===== src/rtl/tri_xor3_fold_arb.sv =====
// Round-robin arbiter sharing one three-input XOR fold engine among NREQ streaming requesters.
// Latency: 1 arbitration cycle, then 1 beat/cycle; result valid the cycle after the last beat.
// Backpressure: req_ready only for the granted requester in BUSY; RESULT holds until res_ready.
module tri_xor3_fold_arb #(
    parameter int WIDTH = 32,
    parameter int NREQ  = 4,
    parameter int IDW   = 2,
    parameter int CNTW  = 8
) (
    input  logic                  clk,
    input  logic                  rst_n,
    input  logic [NREQ-1:0]       req_valid,
    input  logic [NREQ-1:0]       req_last,
    input  logic [NREQ*WIDTH-1:0] req_data,
    output logic [NREQ-1:0]       req_ready,
    input  logic                  cfg_we,
    input  logic [IDW-1:0]        cfg_idx,
    input  logic [WIDTH-1:0]      cfg_key,
    output logic                  res_valid,
    input  logic                  res_ready,
    output logic [WIDTH-1:0]      res_data,
    output logic [IDW-1:0]        res_id,
    output logic [CNTW-1:0]       res_beats
);

    typedef enum logic [1:0] {IDLE, BUSY, RESULT} state_t;

    localparam int             NREQ_M1 = NREQ - 1;
    localparam logic [IDW:0]   NREQ_L  = NREQ[IDW:0];
    localparam logic [IDW-1:0] LAST_ID = NREQ_M1[IDW-1:0];

    state_t           state, state_nxt;
    logic [IDW-1:0]   rr_ptr, grant;
    logic [WIDTH-1:0] acc;
    logic [CNTW-1:0]  cnt, cnt_inc;
    logic [WIDTH-1:0] key [NREQ];

    logic [2*NREQ-1:0] dbl_vld;
    logic [NREQ-1:0]   rot_vld;
    logic [IDW-1:0]    arb_off, arb_idx;
    logic [IDW:0]      arb_sum;
    logic              arb_hit;

    logic [WIDTH-1:0] beat_data, beat_key, fold;
    logic             beat_vld, beat_last, beat_fire;

    // Rotate the valid vector so bit 0 is rr_ptr; lowest set bit is the winner.
    always_comb begin
        dbl_vld = {req_valid, req_valid};
        rot_vld = NREQ'(dbl_vld >> rr_ptr);
        arb_hit = 1'b0;
        arb_off = '0;
        for (int k = NREQ - 1; k >= 0; k--) begin
            if (rot_vld[k]) begin
                arb_hit = 1'b1;
                arb_off = IDW'(k);
            end
        end
        arb_sum = {1'b0, rr_ptr} + {1'b0, arb_off};
        if (arb_sum >= NREQ_L) begin
            arb_sum = arb_sum - NREQ_L;
        end
        arb_idx = arb_sum[IDW-1:0];
    end

    always_comb begin
        beat_vld  = 1'b0;
        beat_last = 1'b0;
        beat_data = '0;
        beat_key  = '0;
        req_ready = '0;
        for (int i = 0; i < NREQ; i++) begin
            if (grant == IDW'(i)) begin
                beat_vld     = req_valid[i];
                beat_last    = req_last[i];
                beat_data    = req_data[i*WIDTH +: WIDTH];
                beat_key     = key[i];
                req_ready[i] = (state == BUSY);
            end
        end
    end

    assign beat_fire = (state == BUSY) && beat_vld;
    assign cnt_inc   = (&cnt) ? cnt : cnt + CNTW'(1);
    assign res_valid = (state == RESULT);

    for (genvar b = 0; b < WIDTH; b++) begin : g_fold
        xor3_cell u_xor3 (
            .a (acc[b]),
            .b (beat_data[b]),
            .c (beat_key[b]),
            .y (fold[b])
        );
    end

    always_comb begin
        state_nxt = state;
        unique case (state)
            IDLE:    if (arb_hit) state_nxt = BUSY;
            BUSY:    if (beat_fire && beat_last) state_nxt = RESULT;
            RESULT:  if (res_ready) state_nxt = IDLE;
            default: state_nxt = IDLE;
        endcase
    end

    always_ff @(posedge clk) begin
        if (!rst_n) begin
            state <= IDLE;
        end else begin
            state <= state_nxt;
        end
    end

    always_ff @(posedge clk) begin
        if (!rst_n) begin
            rr_ptr    <= '0;
            grant     <= '0;
            acc       <= '0;
            cnt       <= '0;
            res_data  <= '0;
            res_id    <= '0;
            res_beats <= '0;
            for (int i = 0; i < NREQ; i++) begin
                key[i] <= '0;
            end
        end else begin
            if (state == IDLE && arb_hit) begin
                grant <= arb_idx;
                acc   <= '0;
                cnt   <= '0;
            end
            if (beat_fire) begin
                acc <= fold;
                cnt <= cnt_inc;
                if (beat_last) begin
                    res_data  <= fold;
                    res_id    <= grant;
                    res_beats <= cnt_inc;
                    rr_ptr    <= (grant == LAST_ID) ? '0 : grant + 1'b1;
                end
            end
            // Indices at or above NREQ match no entry and are dropped.
            for (int i = 0; i < NREQ; i++) begin
                if (cfg_we && cfg_idx == IDW'(i)) begin
                    key[i] <= cfg_key;
                end
            end
        end
    end

endmodule

// Single-bit three-input XOR cell used as the fold engine's bit slice.
module xor3_cell (
    input  logic a,
    input  logic b,
    input  logic c,
    output logic y
);
    assign y = a ^ b ^ c;
endmodule


===== config.mk =====
export PLATFORM = sky130hd
export DESIGN_NAME = tri_xor3_fold_arb
export DESIGN_NICKNAME = d
export VERILOG_FILES = /design/src/rtl/tri_xor3_fold_arb.sv
export SDC_FILE = /design/constraint.sdc
export NUM_CORES = 1
export LEC_CHECK = 0
export ABC_AREA = 0
export CORE_MARGIN = 2
export CORE_UTILIZATION = 54
export CTS_BUF_LIST = sky130_fd_sc_hd__clkbuf_4 sky130_fd_sc_hd__clkbuf_8 sky130_fd_sc_hd__clkbuf_16
export DETAILED_ROUTE_END_ITERATION = 10
export PLACE_DENSITY = 0.83
export SLEW_MARGIN = 40
export SYNTH_ARGS = -nofsm -noshare
export SYNTH_HDL_FRONTEND = slang
export SYNTH_SLANG_ARGS = --single-unit

===== constraint.sdc =====
create_clock -name clk -period 5.36 [get_ports clk]
set_clock_uncertainty 0.15 [all_clocks]
set_input_delay 1.072 -clock clk [delete_from_list [all_inputs] [get_ports clk]]
set_output_delay 1.072 -clock clk [all_outputs]
set_load 0.02 [all_outputs]

==> metrics.md, run 1 <==
| Metric | Value |
|---|---|
| 1st-pass router iterations | 6 |
| Placer Congestion | 0.868 |
| EDFF count, synth | 128 |
| Final hold vios | 0 |
| Worst path required time | 4.14 ns |
| Layout cell share with drive strength beyond 1 | 13.1% |
| Synth cell types | 59 |
| Vias in the first global route | 10400 |
| Total gr overflow | 0 |
| Worst setup SP type | flop |
| Final Max Slew Viols | 0 |
| Max-Cap Viols | 0 |
| Slew HR | 44.8% |
| Syn. warnings | 0 |
| Most frequent cells in the layout | clkdlybuf4s50_1, and2_1, edfxtp_1, dfxtp_1, nor2b_1 |
| CTS H-tree lvls | 1 |
| Clock Sinks | 216 |
| Drt total wl | 36000 µm |
| Leakage | 5.36 nW |
| Wire length of the first global-routing pass | 54900 µm |
| Commonest non-fill, non-tap cell in the layout | clkdlybuf4s50_1 |
| Starting density of the core | 55.3% |
| Setup TNS Final | 0 ns |
| Hold bufs inserted after CTS | 0 |
| DR vias | 10800 |
| Finished Cell Area | 0.0158 mm² |
| Setup crit end kind | output port |
| Kind of critical path | flop to output port |
| Synthesized flop and latch total | 216 |
| Detailed placement HPWL | 24200 µm |
| Top cell type by total area after synthesis | edfxtp_1 |
| CTS tree | built |
| Synthesized Nets | 1399 |
| Pin count of the biggest net entering global routing | 62 |
| Violation count after the first detailed-route iteration | 963 |
| Sequential-to-total area share from yosys stat | 44.7% |
| RSZ-0062 raised after global routing | false |
| Antenna violations before repair | 6 |
| Total track usage | 28.7% |
| Worst-Margin Slew | 0.825 ns |
| Core area | 0.0227 mm² |
| Area growth syn-to-layout | 25.6% |
| Asr flop ratio synth | 0% |
| Setup-failing EPs final | 0 |
| Tmin final | 3.78 ns |
| Placed Instances | 1643 |
| # Post-CTS Setup Buffers | 0 |
| Wire per inst | 21.3 µm |
| Die area | 0.0245 mm² |
| Ys flop type | edfxtp_1 |
| Power Density | 367 mW/mm² |
| Synth top area share | 30.6% |
| CTS Root Cell | clkbuf_16 |
| Die height | 156 µm |
| Resized Gates After CTS | 0 |
| Num CTS Buffers | 25 |
| Finished Layout Cells | 1690 |
| Critical Path Fanout Max | 49 |
| Via density | 6.36 |
| Fin crit share | 70.5% |
| Clock Latency Late Sink | 0.52 ns |
| CTS clk-pin slew, worst paths | 0.06 ns |
| Ranking of synthesized cells by area | edfxtp_1, dfxtp_1, and2_1 |
| Post-Synthesis Cell Area | 0.0126 mm² |
| Fmax | 264 MHz |
| Row Count | 55 |
| # DRC | 0 |
| CTS max path bufs | 3 |
| Crit path DAT | 2.56 ns |
| Post-Syn Instances | 1219 |
| Peak supply drop | 0.000193 V |
| Layout Nets | 1565 |
| Port Buf Inserts | 220 |
| Status | completed |
| Antenna-violating nets left | 0 |
| Post-DP Area | 0.0149 mm² |
| I/O pin total | 221 |
| Hold Path Class | flop to flop |
| Avg Inst Size Synth | 10.3 µm² |
| Final Util | 69.4% |
| Die width | 156 µm |
cell type report:
| cell class | instances | area, µm² |
|---|---|---|
| antenna | 4 | 10.0 |
| clock buffer | 33 | 739 |
| clock inverter | 10 | 75.1 |
| fill | 1691 | 6940 |
| inverter | 6 | 25.0 |
| multi-input combinational | 893 | 6500 |
| sequential | 216 | 5610 |
| tap | 285 | 357 |
| timing repair buffer | 243 | 2450 |
cells by family after synthesis:
logic type | share of synthesized area, %
adder cells (fa/ha/maj) | 0.598
AO/OA/AOI/OAI | 24.4
AND/OR/NAND/NOR | 22.9
XOR/XNOR | 2.58
flip-flops | 44.7
buffers and inverters | 4.52
multiplexers | 0.339
sequential cells by signal, summed over array words and instances (netlist names):
| register | count |
|---|---|
| res_beats | 8 |
| cnt | 8 |
| grant | 2 |
| key | 128 |
| rr_ptr | 2 |
| acc | 32 |
| res_data | 32 |
| res_id | 2 |
| state | 2 |
report_power, final:
group | leakage (nW) | switching [mW] | internal, mW
registers | 1.98 | 0.156 | 1.99
clock network | 0.411 | 0.668 | 1.01
logic | 2.97 | 1.10 | 0.861
total | 5.36 | 1.92 | 3.86
cells in the mapped netlist, types with 10 or more instances:
cell type,instances
nand2_1,11
o22ai_1,33
or2_0,14
o21ai_1,13
or2_1,19
nor2b_1,67
a211o_1,34
a211oi_2,30
a311oi_1,35
o21ba_2,28
dfxtp_1,88
buf_6,10
xor2_1,32
buf_2,45
a21oi_1,52
and2_1,135
nand4b_1,32
edfxtp_1,128
a31oi_1,34
nand3_1,42
clkbuf_1,41
nor3b_1,64
nor2_1,52
o211ai_1,33
o21ai_0,34
o211ai_2,32
through the flow:
step,setup slack [ns],hold slack [ns],power [mW]
2_1_floorplan,1.21,0.295,3.49
3_3_place_gp,1.63,0.302,4.01
3_5_place_dp,1.59,0.313,4.10
4_1_cts,1.61,0.323,5.77
5_1_grt,1.51,0.334,6.01
6_report,1.58,0.318,5.79
critical path, stage by stage (launching register included):
cell             delay [ns]
dfxtp_1                0.41
inv_1                  0.20
ha_4                   0.54
and2_1                 0.23
clkdlybuf4s50_1        0.61
metal layers:
| metal | global-route usage, % | part of all wire, % | vias to the layer above |
|---|---|---|---|
| met5 | 0 | 0.036 | - |
| met4 | 12.1 | 4.0 | 2 |
| met3 | 4.62 | 7.9 | 111 |
| met2 | 48.2 | 48 | 509 |
| met1 | 36.8 | 40 | 5198 |
| li1 | - | - | 4935 |
final timing paths:
| check | start | end | slack (ns) | depth (start not counted) |
|---|---|---|---|---|
| setup / recovery | grant[0]$_SDFFE_PN0P_ | req_ready[2] | 1.58 | 4 |
| hold / removal | acc[30]$_SDFFE_PN0P_ | acc[30]$_SDFFE_PN0P_ | 0.32 | 1 |
| hold reg to reg | acc[30]$_SDFFE_PN0P_ | acc[30]$_SDFFE_PN0P_ | 0.32 | 1 |
| setup reg to reg | grant[0]$_SDFFE_PN0P_ | res_data[30]$_SDFFE_PN0P_ | 1.86 | 9 |
Note: power is estimated with default switching activity, not from simulation.
==> run 2, diff against run 1 <==
==> constraint.sdc (replaced) <==
create_clock -name clk -period 3.8 [get_ports clk]
set_clock_uncertainty 0.15 [all_clocks]
set_input_delay 0.76 -clock clk [delete_from_list [all_inputs] [get_ports clk]]
set_output_delay 0.76 -clock clk [all_outputs]
set_load 0.02 [all_outputs]
==> run 2 against run 1 <==
  * Cell count rose by 0.18%
  * Utilization barely moved
  * Hold slack improved by 0.0054 ns
  * Clock power rose by 39%
  * Final area barely moved
  * Non-clock buffer count rose by 6
  * Critical path type unchanged
  * Critical endpoint is now req_ready[1]
==> metrics.md, run 2 (synthesis gave the netlist of run 1 again) <==
| Metric | Value |
|---|---|
| Critical Path Fanout Max | 101 |
| Crit path cell chain | inv_1 > ha_2 > buf_12 > and2_1 > clkdlybuf4s50_1 |
| Fin crit share | 89.6% |
| Worst path required time | 2.89 ns |
| Total track usage | 28.2% |
| Max-Cap Viols | 0 |
| Commonest non-fill, non-tap cell in the layout | clkdlybuf4s50_1 |
| Setup crit end kind | output port |
| Port Buf Inserts | 220 |
| Worst setup SP type | flop |
| CTS H-tree lvls | 1 |
| Layout Nets | 1570 |
| Pin count of the biggest net entering global routing | 102 |
| Post-place setup slack | 0.645 ns |
| Layout cell share with drive strength beyond 1 | 13.2% |
| Reg with most FFs | key |
| Critical path buffers and inverters | 3 |
| Antenna-violating nets left | 0 |
| Hold Path Class | flop to flop |
| FILL cells | 1691 |
| Top sig layer | met5 |
| Total gr overflow | 0 |
| Clock Latency Late Sink | 0.52 ns |
| Met1 Wirelength | 14300 µm |
| Min Hold Slack | 0.323 ns |
| CP peak stage delay | 0.63 ns |
| Tmin final | 3.41 ns |
| Leakage | 5.37 nW |
| Drt total wl | 35400 µm |
| Wire length of the first global-routing pass | 54400 µm |
| RSZ-0062 raised after global routing | false |
| DR vias | 10600 |
| Crit path max-delay family | buffers and inverters |
| Detailed placement HPWL | 24000 µm |
| Most frequent cells in the layout | clkdlybuf4s50_1, and2_1, edfxtp_1, dfxtp_1, nor2b_1 |
| Largest registers | key (128), acc (32), res_data (32) |
| Row Count | 55 |
| Worst setup margin | 0.394 ns |
| Area growth syn-to-layout | 25.5% |
| Register area | 0.00561 mm² |
| Crit path DAT | 2.50 ns |
| # Post-CTS Setup Buffers | 0 |
| Vias in the first global route | 10200 |
| Resized Gates After CTS | 0 |
| 1st-pass router iterations | 5 |
| Num CTS Buffers | 24 |
| I/O pin total | 221 |
| Met2 WL | 17400 µm |
| Die height | 156 µm |
| Worst-Margin Slew | 0.733 ns |
| Setup-failing EPs final | 0 |
| Violation count after the first detailed-route iteration | 785 |
| Core area | 0.0227 mm² |
| Final Max Slew Viols | 0 |
| Die width | 156 µm |
| Starting density of the core | 55.3% |
| Hold bufs inserted after CTS | 0 |
| Die area | 0.0245 mm² |
| Peak supply drop | 0.000313 V |
| Fmax | 294 MHz |
| Clock Sinks | 216 |
| Kind of critical path | flop to output port |
| CTS max path bufs | 3 |
| Slew HR | 51.0% |
| Multi-input gate area | 0.00649 mm² |
| Max reg flops | 128 |
| CTS Root Cell | clkbuf_16 |
| CTS clk-pin slew, worst paths | 0.06 ns |
| Placer Congestion | 0.854 |
| Wire per inst | 20.9 µm |
| Power Density | 515 mW/mm² |
| Metal3 WL | 2580 µm |
| Final hold vios | 0 |
| Antenna violations before repair | 4 |
| CP max stage cell | clkdlybuf4s50_1 |
| CTS tree | built |
| Via density | 6.26 |
| # DRC | 0 |
| Status | completed |
-- run 2: cell count changes in the layout (fill, tap and decap cells not counted), sizes merged --
| cell | before | now |
|---|---|---|
| diode | 4 | 3 |
| buf | 24 | 30 |
| clkinv | 9 | 6 |
| clkbuf | 33 | 34 |
-- run 2: report_power, final --
group / internal (mW) / switching [mW]
clock network: 1.41 / 0.921
logic: 1.22 / 1.54
registers: 2.81 / 0.221
-- run 2: area by class of cell --
type,instances,area share [%]
diodes,3,0.0476
clock buffers,34,4.70
clock inverters,7,0.349
inverters,6,0.159
multi-input cells,893,41.2
flip-flops and latches,216,35.6
well taps,285,2.26
repair buffers,249,15.7
-- run 2: worst paths after layout --
kind | cells past startpoint | endpoint | slack [ns] | start
setup / recovery | 5 | req_ready[1] | 0.39 | grant[1]$_SDFFE_PN0P_
hold / removal | 1 | acc[30]$_SDFFE_PN0P_ | 0.32 | acc[30]$_SDFFE_PN0P_
setup reg to reg | 8 | res_data[15]$_SDFFE_PN0P_ | 0.89 | grant[1]$_SDFFE_PN0P_
hold reg to reg | 1 | acc[30]$_SDFFE_PN0P_ | 0.32 | acc[30]$_SDFFE_PN0P_
-- run 2: layer usage --
layer | vias up | global-route usage (%)
met5 | - | 0
met4 | 2 | 10.7
met3 | 74 | 3.60
met2 | 453 | 48.4
met1 | 5115 | 36.5
li1 | 4950 | -
-- run 2: worst reg2reg max path: cells and delay by family, from the launching register on --
kind                       cells  cell delay, ns
xor gates and xnor gates       1            0.21
AOI/OAI and AO/OA              3            0.84
buffers and inverters          2            0.29
DFF                            1            0.51
adders and majority gates      1            0.21
and+or+nand+nor                1            0.63
-- run 2: metrics by stage --
step	utilization, %	power, mW	setup TNS (ns)	cell area, µm²	instances
detailed placement	65.8	5.77	0	15000	1649
global route	69.4	8.46	0	15800	1692
global placement	65.8	5.70	0	15000	1649
finish	69.4	8.12	0	15800	1693
CTS	69.3	8.11	0	15700	1690
floorplan	-	4.92	-2.57	12600	1219
